**config.mk**
```make
export PLATFORM = sky130hd
export DESIGN_NAME = ring_meter_ctrl
export DESIGN_NICKNAME = d
export VERILOG_FILES = /design/src/rtl/ring_meter_ctrl.sv
export SDC_FILE = /design/constraint.sdc
export NUM_CORES = 1
export LEC_CHECK = 0
export BUFFER_PORTS_ARGS = -buffer_cell sky130_fd_sc_hd__buf_2
export CAP_MARGIN = 5
export CORE_MARGIN = 8
export CORE_UTILIZATION = 56
export DETAILED_ROUTE_END_ITERATION = 8
export PLACE_DENSITY = 0.75
export SYNTH_ARGS = -nofsm -noshare
export SYNTH_HDL_FRONTEND = slang
export SYNTH_SLANG_ARGS = --single-unit
```
**constraint.sdc**
```tcl
create_clock -name i_clk -period 2.6 [get_ports i_clk]
set_input_delay 0.52 -clock i_clk [delete_from_list [all_inputs] [get_ports i_clk]]
set_output_delay 0.52 -clock i_clk [all_outputs]
set_load 0.02 [all_outputs]
```
**src/rtl/ring_meter_ctrl.sv**
```systemverilog
// Ring-oscillator frequency meter: enables one ring, lets it settle,
// then counts its synchronized rising edges over a fixed gate window.
module ring_meter_ctrl #(
    parameter int pRINGS  = 6,
    parameter int pSETTLE = 16,
    parameter int pGATE   = 1024,
    parameter int pCNT_W  = 12
) (
    input  logic              i_clk,
    input  logic              i_rst_n,
    input  logic [pRINGS-1:0] i_ring,
    input  logic [2:0]        i_sel,
    input  logic              i_start,
    input  logic              i_abort,
    output logic [pRINGS-1:0] o_ring_en,
    output logic              o_busy,
    output logic              o_done,
    output logic [pCNT_W-1:0] o_count,
    output logic              o_ovf,
    output logic              o_err
);

    localparam int SEL_W   = (pRINGS > 1) ? $clog2(pRINGS) : 1;
    localparam int TMR_MAX = (pSETTLE > pGATE) ? pSETTLE : pGATE;
    localparam int TMR_W   = $clog2(TMR_MAX + 1);

    localparam logic [TMR_W-1:0]  SETTLE_LAST = TMR_W'(pSETTLE - 1);
    localparam logic [TMR_W-1:0]  GATE_LAST   = TMR_W'(pGATE - 1);
    localparam logic [3:0]        RINGS_N     = 4'(pRINGS);
    localparam logic [pCNT_W-1:0] CNT_MAX     = '1;

    typedef enum logic [1:0] {
        IDLE,
        SETTLE,
        GATE,
        DONE
    } state_t;

    state_t state_q;
    state_t state_d;

    logic [SEL_W-1:0]  sel_q;
    logic [TMR_W-1:0]  tmr_q;
    logic [pCNT_W-1:0] cnt_q;
    logic [pCNT_W-1:0] cnt_nxt;
    logic              ovf_q;
    logic              ovf_nxt;
    logic              sync1_q;
    logic              sync2_q;
    logic              hist_q;

    logic sel_ok;
    logic accept;
    logic reject;
    logic rise;
    logic cnt_inc;
    logic cnt_sat;

    // Request qualification, edge detect and saturating counter next value
    always_comb begin
        sel_ok  = {1'b0, i_sel} < RINGS_N;
        accept  = (state_q == IDLE) && i_start && sel_ok;
        reject  = (state_q == IDLE) && i_start && !sel_ok;
        rise    = sync2_q && !hist_q;
        cnt_inc = (state_q == GATE) && rise;
        cnt_sat = (cnt_q == CNT_MAX);
        cnt_nxt = (cnt_inc && !cnt_sat) ? cnt_q + 1'b1 : cnt_q;
        ovf_nxt = ovf_q || (cnt_inc && cnt_sat);
    end

    // State register
    always_ff @(posedge i_clk) begin
        if (!i_rst_n) state_q <= IDLE;
        else          state_q <= state_d;
    end

    // Next-state logic; abort outranks the timed transitions
    always_comb begin
        state_d = state_q;
        unique case (state_q)
            IDLE:   if (accept) state_d = SETTLE;
            SETTLE: begin
                if (i_abort)         state_d = IDLE;
                else if (tmr_q == SETTLE_LAST) state_d = GATE;
            end
            GATE:   begin
                if (i_abort)         state_d = IDLE;
                else if (tmr_q == GATE_LAST) state_d = DONE;
            end
            DONE:   state_d = IDLE;
        endcase
    end

    // State-decoded outputs: status flags and one-hot ring enable
    always_comb begin
        o_busy    = (state_q != IDLE);
        o_done    = (state_q == DONE);
        o_ring_en = '0;
        if (state_q == SETTLE || state_q == GATE)
            o_ring_en[sel_q] = 1'b1;
    end

    // Cycles spent in the current state, restarted on every transition
    always_ff @(posedge i_clk) begin
        if (!i_rst_n)
            tmr_q <= '0;
        else if (state_q != state_d)
            tmr_q <= '0;
        else if (state_q == SETTLE || state_q == GATE)
            tmr_q <= tmr_q + 1'b1;
    end

    // Ring index captured on an accepted start
    always_ff @(posedge i_clk) begin
        if (!i_rst_n)    sel_q <= '0;
        else if (accept) sel_q <= i_sel[SEL_W-1:0];
    end

    // Free-running synchronizer and history flop on the selected ring
    always_ff @(posedge i_clk) begin
        if (!i_rst_n) begin
            sync1_q <= 1'b0;
            sync2_q <= 1'b0;
            hist_q  <= 1'b0;
        end else begin
            sync1_q <= i_ring[sel_q];
            sync2_q <= sync1_q;
            hist_q  <= sync2_q;
        end
    end

    // Working edge counter and its overflow flag
    always_ff @(posedge i_clk) begin
        if (!i_rst_n) begin
            cnt_q <= '0;
            ovf_q <= 1'b0;
        end else if (accept) begin
            cnt_q <= '0;
            ovf_q <= 1'b0;
        end else begin
            cnt_q <= cnt_nxt;
            ovf_q <= ovf_nxt;
        end
    end

    // Result registers load on entry to DONE so they are valid with o_done
    always_ff @(posedge i_clk) begin
        if (!i_rst_n) begin
            o_count <= '0;
            o_ovf   <= 1'b0;
            o_err   <= 1'b0;
        end else begin
            if (accept)      o_err <= 1'b0;
            else if (reject) o_err <= 1'b1;
            if (state_q == GATE && state_d == DONE) begin
                o_count <= cnt_nxt;
                o_ovf   <= ovf_nxt;
            end
        end
    end

endmodule

```
-- Yosys cells after proc, flatten, opt, wreduce, memory -nomap -nowiden
Index checks and enable logic that the tools add are counted.
- add/sub/neg operators: 2
- equal/unequal tests: 8
- reductions and logical operators: 18
- magnitude comparators: 3
- mux-type cells: 12
- bitwise gates (word level): 1
- operators by type and width (cell ; count):
    adder 12 x 1 -> 12 bit, second input constant ; 1
    == test 12 bit, second input constant ; 1
    2-to-1 mux 12 bit ; 1
    adder 11 x 1 -> 11 bit, second input constant ; 1
    == test 11 x 10 -> 1 bit, second input constant ; 1
    == test 11 x 4 -> 1 bit, second input constant ; 1
    2-to-1 mux 2 bit ; 5
    logical AND 1 bit ; 9
    case mux 2 bit (4 select lines) ; 1
    == test 2 bit, second input constant ; 3
    2-to-1 mux 6 bit ; 1
    < comparator 3 x 4 -> 1 bit, second input constant ; 1
    OR reduction 2 bit ; 2
    binary-select mux 1 bit (select 3 bit) ; 1
    demux 1 bit (select 3 bit) ; 1
    greater-or-equal comparator 3 x 1 -> 1 bit, second input constant ; 1
    logical NOT 1 bit ; 3
    < comparator 3 bit, second input constant ; 1
    == test 2 x 1 -> 1 bit, second input constant ; 1
    logical NOT 2 bit ; 1
    logical OR 1 bit ; 2
    2-to-1 mux 1 bit ; 2
    != test 2 bit ; 1
    nonzero test 2 bit ; 1
    inverter 1 bit ; 1
- input port bits: 13
- bits in registers: 46
- logic and storage cells: 55
- output and inout bits: 22

-- Logic depth before layout (Yosys ltp)
- depth after elaboration: 7
- mapped depth: 9
- mapped depth without buffers: 7

-- Worst setup path after synthesis
No wires, ideal clock.
- kind: flip-flop to output port
- from: register state_q[0]
- to: output port o_ring_en[2]
- arrival: 1.659 ns
- buffers on the path: 1
- stages on the path, launching flop included: 6
- required time: 2.080 ns
- path slack: 0.421 ns
- path through: dfxtp_1 inv_1 ha_1 clkbuf_1 nand2b_1 nor3b_1
- cells in the longest elaborated chain, start to end: 3
- elaborated cells on any way between the ends: 4
- those cells by class: eq/ne: 2; mux: 1; reduce/logical: 1
- ends and longest elaborated chain (element ; line ; source):
    start, declared ; 39 ; state_t state_q;
    start signal, assigned ; 74 ; else state_q <= state_d;
    == test 2 x 1 -> 1 bit / == test 2 bit (equally long branches) ; 99 ; if (state_q == SETTLE || state_q == GATE)
    logical OR 1 bit (*) ; 99 ;
    2-to-1 mux 6 bit (*) ; 99 ;
    end, declared ; 15 ; output logic [pRINGS-1:0] o_ring_en,
Mark *: on every way between the ends. The rest lies on a longest branch, timed or not.

-- Final worst setup path
Ends and elaborated chain as after synthesis.

==> results.sh <==
export IMPL_status="finished clean"
export IMPL_p_leak_nw=1.04
export IMPL_clkTransAtPathRegs_ns=0.08
export IMPL_mappedNetlistNets=288
export IMPL_root_buffer="clkbuf_8"
export IMPL_cts_tree="yes"
export IMPL_vias=2076
export IMPL_synth_most_common_cell="dfxtp_1"
export IMPL_hpwl_um=3810
export IMPL_max_freq_ghz=0.430
export IMPL_insertion_delay_ns=0.30
export IMPL_synth_top_area_share_pct=38.8
export IMPL_die_area_um2=6580
export IMPL_netlist_top_cells_area="dfxtp_1 39%, nor3_1 5.5%, nor2_1 4.3%"
export IMPL_fin_worst_skew_ns=0.00553
export IMPL_synth_main_ff_cell="dfxtp_1"
export IMPL_grt_pass1_vias=2095
export IMPL_yosys_area_top_type="dfxtp_1"
export IMPL_finalSetupTns_ns=0
export IMPL_core_um2=4030
export IMPL_antenna_left=0
export IMPL_placed_cell_area_um2=2560
export IMPL_min_period_ns=2.32
export IMPL_place_gp_congestion=0.856
export IMPL_clk_path_buf_depth=2
export IMPL_nets=323
export IMPL_antenna_found_initial=0
export IMPL_grt_pass1_wl_um=9250
export IMPL_drt_initial_drc_count=143
export IMPL_finalInstanceArea_um2=2650
export IMPL_wl_um=5350
export IMPL_cts_hold_buf=0
export IMPL_area_growth_pct=11.6
export IMPL_synth_edf_count=0
export IMPL_grt_usage_pct=17.6
export IMPL_crit_type="reg -> out"
export IMPL_syn_avg_cell_area_um2=8.87
export IMPL_hp_class="reg -> reg"
export IMPL_rsz0062_at_grt="false"
export IMPL_cp_max_fo=8
export IMPL_finalSetupViolations=0
export IMPL_maxSlewViolCount=0
export IMPL_worst_slew_pin_slew_ns=0.575
export IMPL_holdWs_ns=0.451
export IMPL_ys_types=50
export IMPL_cts_resized=0
export IMPL_drt_first_pass_iters=4
export IMPL_cp_start_kind="flip-flop"
export IMPL_postCtsSetupBuffers=0
export IMPL_worst_ep_arrival_time_ns=1.80
export IMPL_hold_viol_final=0
export IMPL_synth_xor_area_share_pct=5.53
export IMPL_synth_top_family_by_area="simple AND/OR/NAND/NOR gates"
export IMPL_initial_core_util_pct=59.0
export IMPL_cts_sinks=46
export IMPL_drive_above_1_share_pct=20.1
export IMPL_min_period_over_period_pct=89.4
export IMPL_muxShareOfSynthArea_pct=4.37
export IMPL_ys_async_sr_fraction_pct=0
export IMPL_r2r_slack_ns=0.44
export IMPL_via_per_inst=5.86
export IMPL_grt_max_degree=21
export IMPL_required_ns=2.08
export IMPL_cts_htree_levels=2
export IMPL_cap_violations=0
export IMPL_die_w_um=81.1
export IMPL_antenna_cells=0
export IMPL_synth_seq_area_share_pct=38.8
export IMPL_ir_worst_vdd_mv=0.307
export IMPL_wl_per_cell_um=15.1
export IMPL_critical_path_endpoint_type="primary output"
export IMPL_synth_fa_ha_area_share_pct=3.69
export IMPL_power_density_nw_per_um2=496
export IMPL_fillers=365
export IMPL_die_h_um=81.1
export IMPL_synth_compound_area_share_pct=14.5
export IMPL_io_buffers=34
export IMPL_synth_area_um2=2380
export IMPL_drc=0
export IMPL_yosys_area_share_simple_pct=26.3
export IMPL_yosysWarnings=0
export IMPL_num_io_pins=35
export IMPL_overflow=0
export IMPL_synth_cells=268
export IMPL_numCtsBuffers=5
export IMPL_ys_seq_elements=46
export IMPL_synth_commonest_cells="46 x dfxtp_1, 27 x nor2_1, 26 x nor3_1"
export IMPL_rows=23
export IMPL_max_slew_margin_pct=61.5
layout make-up:
class / count / area [um^2] / share of cell area, %
multi-input cells: 196 / 1290 / 48.8
inverters: 11 / 41.3 / 1.56
well taps: 50 / 62.6 / 2.36
repair buffers: 43 / 238 / 8.97
clock inverters: 2 / 12.5 / 0.472
flip-flops and latches: 46 / 921 / 34.7
clock buffers: 6 / 82.6 / 3.11
metrics by stage:
stage                     setup slack [ns]  total power [mW]  instances  utilization, %
after floorplan                      0.421             0.842        268               -
after global placement               0.565             0.873        346            63.4
after detailed placement             0.455             0.876        346            63.4
after CTS                            0.274              1.32        354            65.8
after global routing                 0.124              1.37        354            65.8
final                                0.277              1.32        354            65.8
layer usage:
metal	vias to the layer above	global-route usage [%]	share of wire (%)
li1	1046	-	-
met1	985	21.4	45
met2	36	29.4	50
met3	9	4.19	3.3
met4	0	6.61	1.5
met5	-	0	0
worst max-delay path: stages, from the launching register on:
cell      delay (ns)
dfxtp_1         0.42
inv_1           0.11
ha_1            0.45
nand2b_1        0.14
nor3b_1         0.19
buf_2           0.19
report_power, final:
part | total (mW) | switching (mW) | internal (mW)
Sequential | 0.730 | 0.0137 | 0.716
Clock | 0.456 | 0.243 | 0.214
Combinational | 0.130 | 0.0807 | 0.0490
kinds of logic after synthesis:
family,after synthesis
AO/OA/AOI/OAI,47
flip-flops,46
multiplexers,9
XOR/XNOR,15
adder cells (fa/ha/maj),7
buffers and inverters,26
AND/OR/NAND/NOR,118
registers in the layout, summed over array words and instances (netlist names):
| name | cells |
|---|---|
| hist_q | 1 |
| o_err | 1 |
| o_ovf | 1 |
| state_q | 2 |
| o_count | 12 |
| tmr_q | 11 |
| cnt_q | 12 |
| ovf_q | 1 |
| sel_q | 3 |
| sync1_q | 1 |
| sync2_q | 1 |
placed cells by master (no fill, tap or decap), drive strengths merged, types with 2 or more instances in the layout:
| master | synthesis | layout |
|---|---|---|
| mux2i | 7 | 7 |
| and3 | 5 | 5 |
| clkbuf | 4 | 6 |
| inv | 10 | 10 |
| a31oi | 2 | 2 |
| dfxtp | 46 | 46 |
| o31ai | 9 | 9 |
| nand3 | 6 | 6 |
| o211a | 2 | 2 |
| nand4 | 10 | 10 |
| nor3 | 26 | 26 |
| buf | 10 | 43 |
| o2111ai | 8 | 8 |
| o21ai | 6 | 6 |
| and2 | 4 | 4 |
| nor2 | 27 | 27 |
| ha | 7 | 7 |
| nor3b | 2 | 2 |
| xor2 | 5 | 5 |
| clkinv | 1 | 2 |
| nor2b | 2 | 2 |
| xnor2 | 10 | 10 |
| nand3b | 3 | 3 |
| a21oi | 9 | 9 |
| o211ai | 5 | 5 |
| nor4 | 7 | 7 |
| nand2 | 18 | 18 |
| nand2b | 2 | 2 |
path summary, 6_finish.rpt:
kind | startpoint | endpoint | cells after the start
max | state_q[0] | o_ring_en[2] | 5
min | sync1_q | sync2_q | 1
max reg2reg | state_q[0] | o_count[11] | 8
min reg2reg | sync1_q | sync2_q | 1
Power figures use the tool's default switching activity.
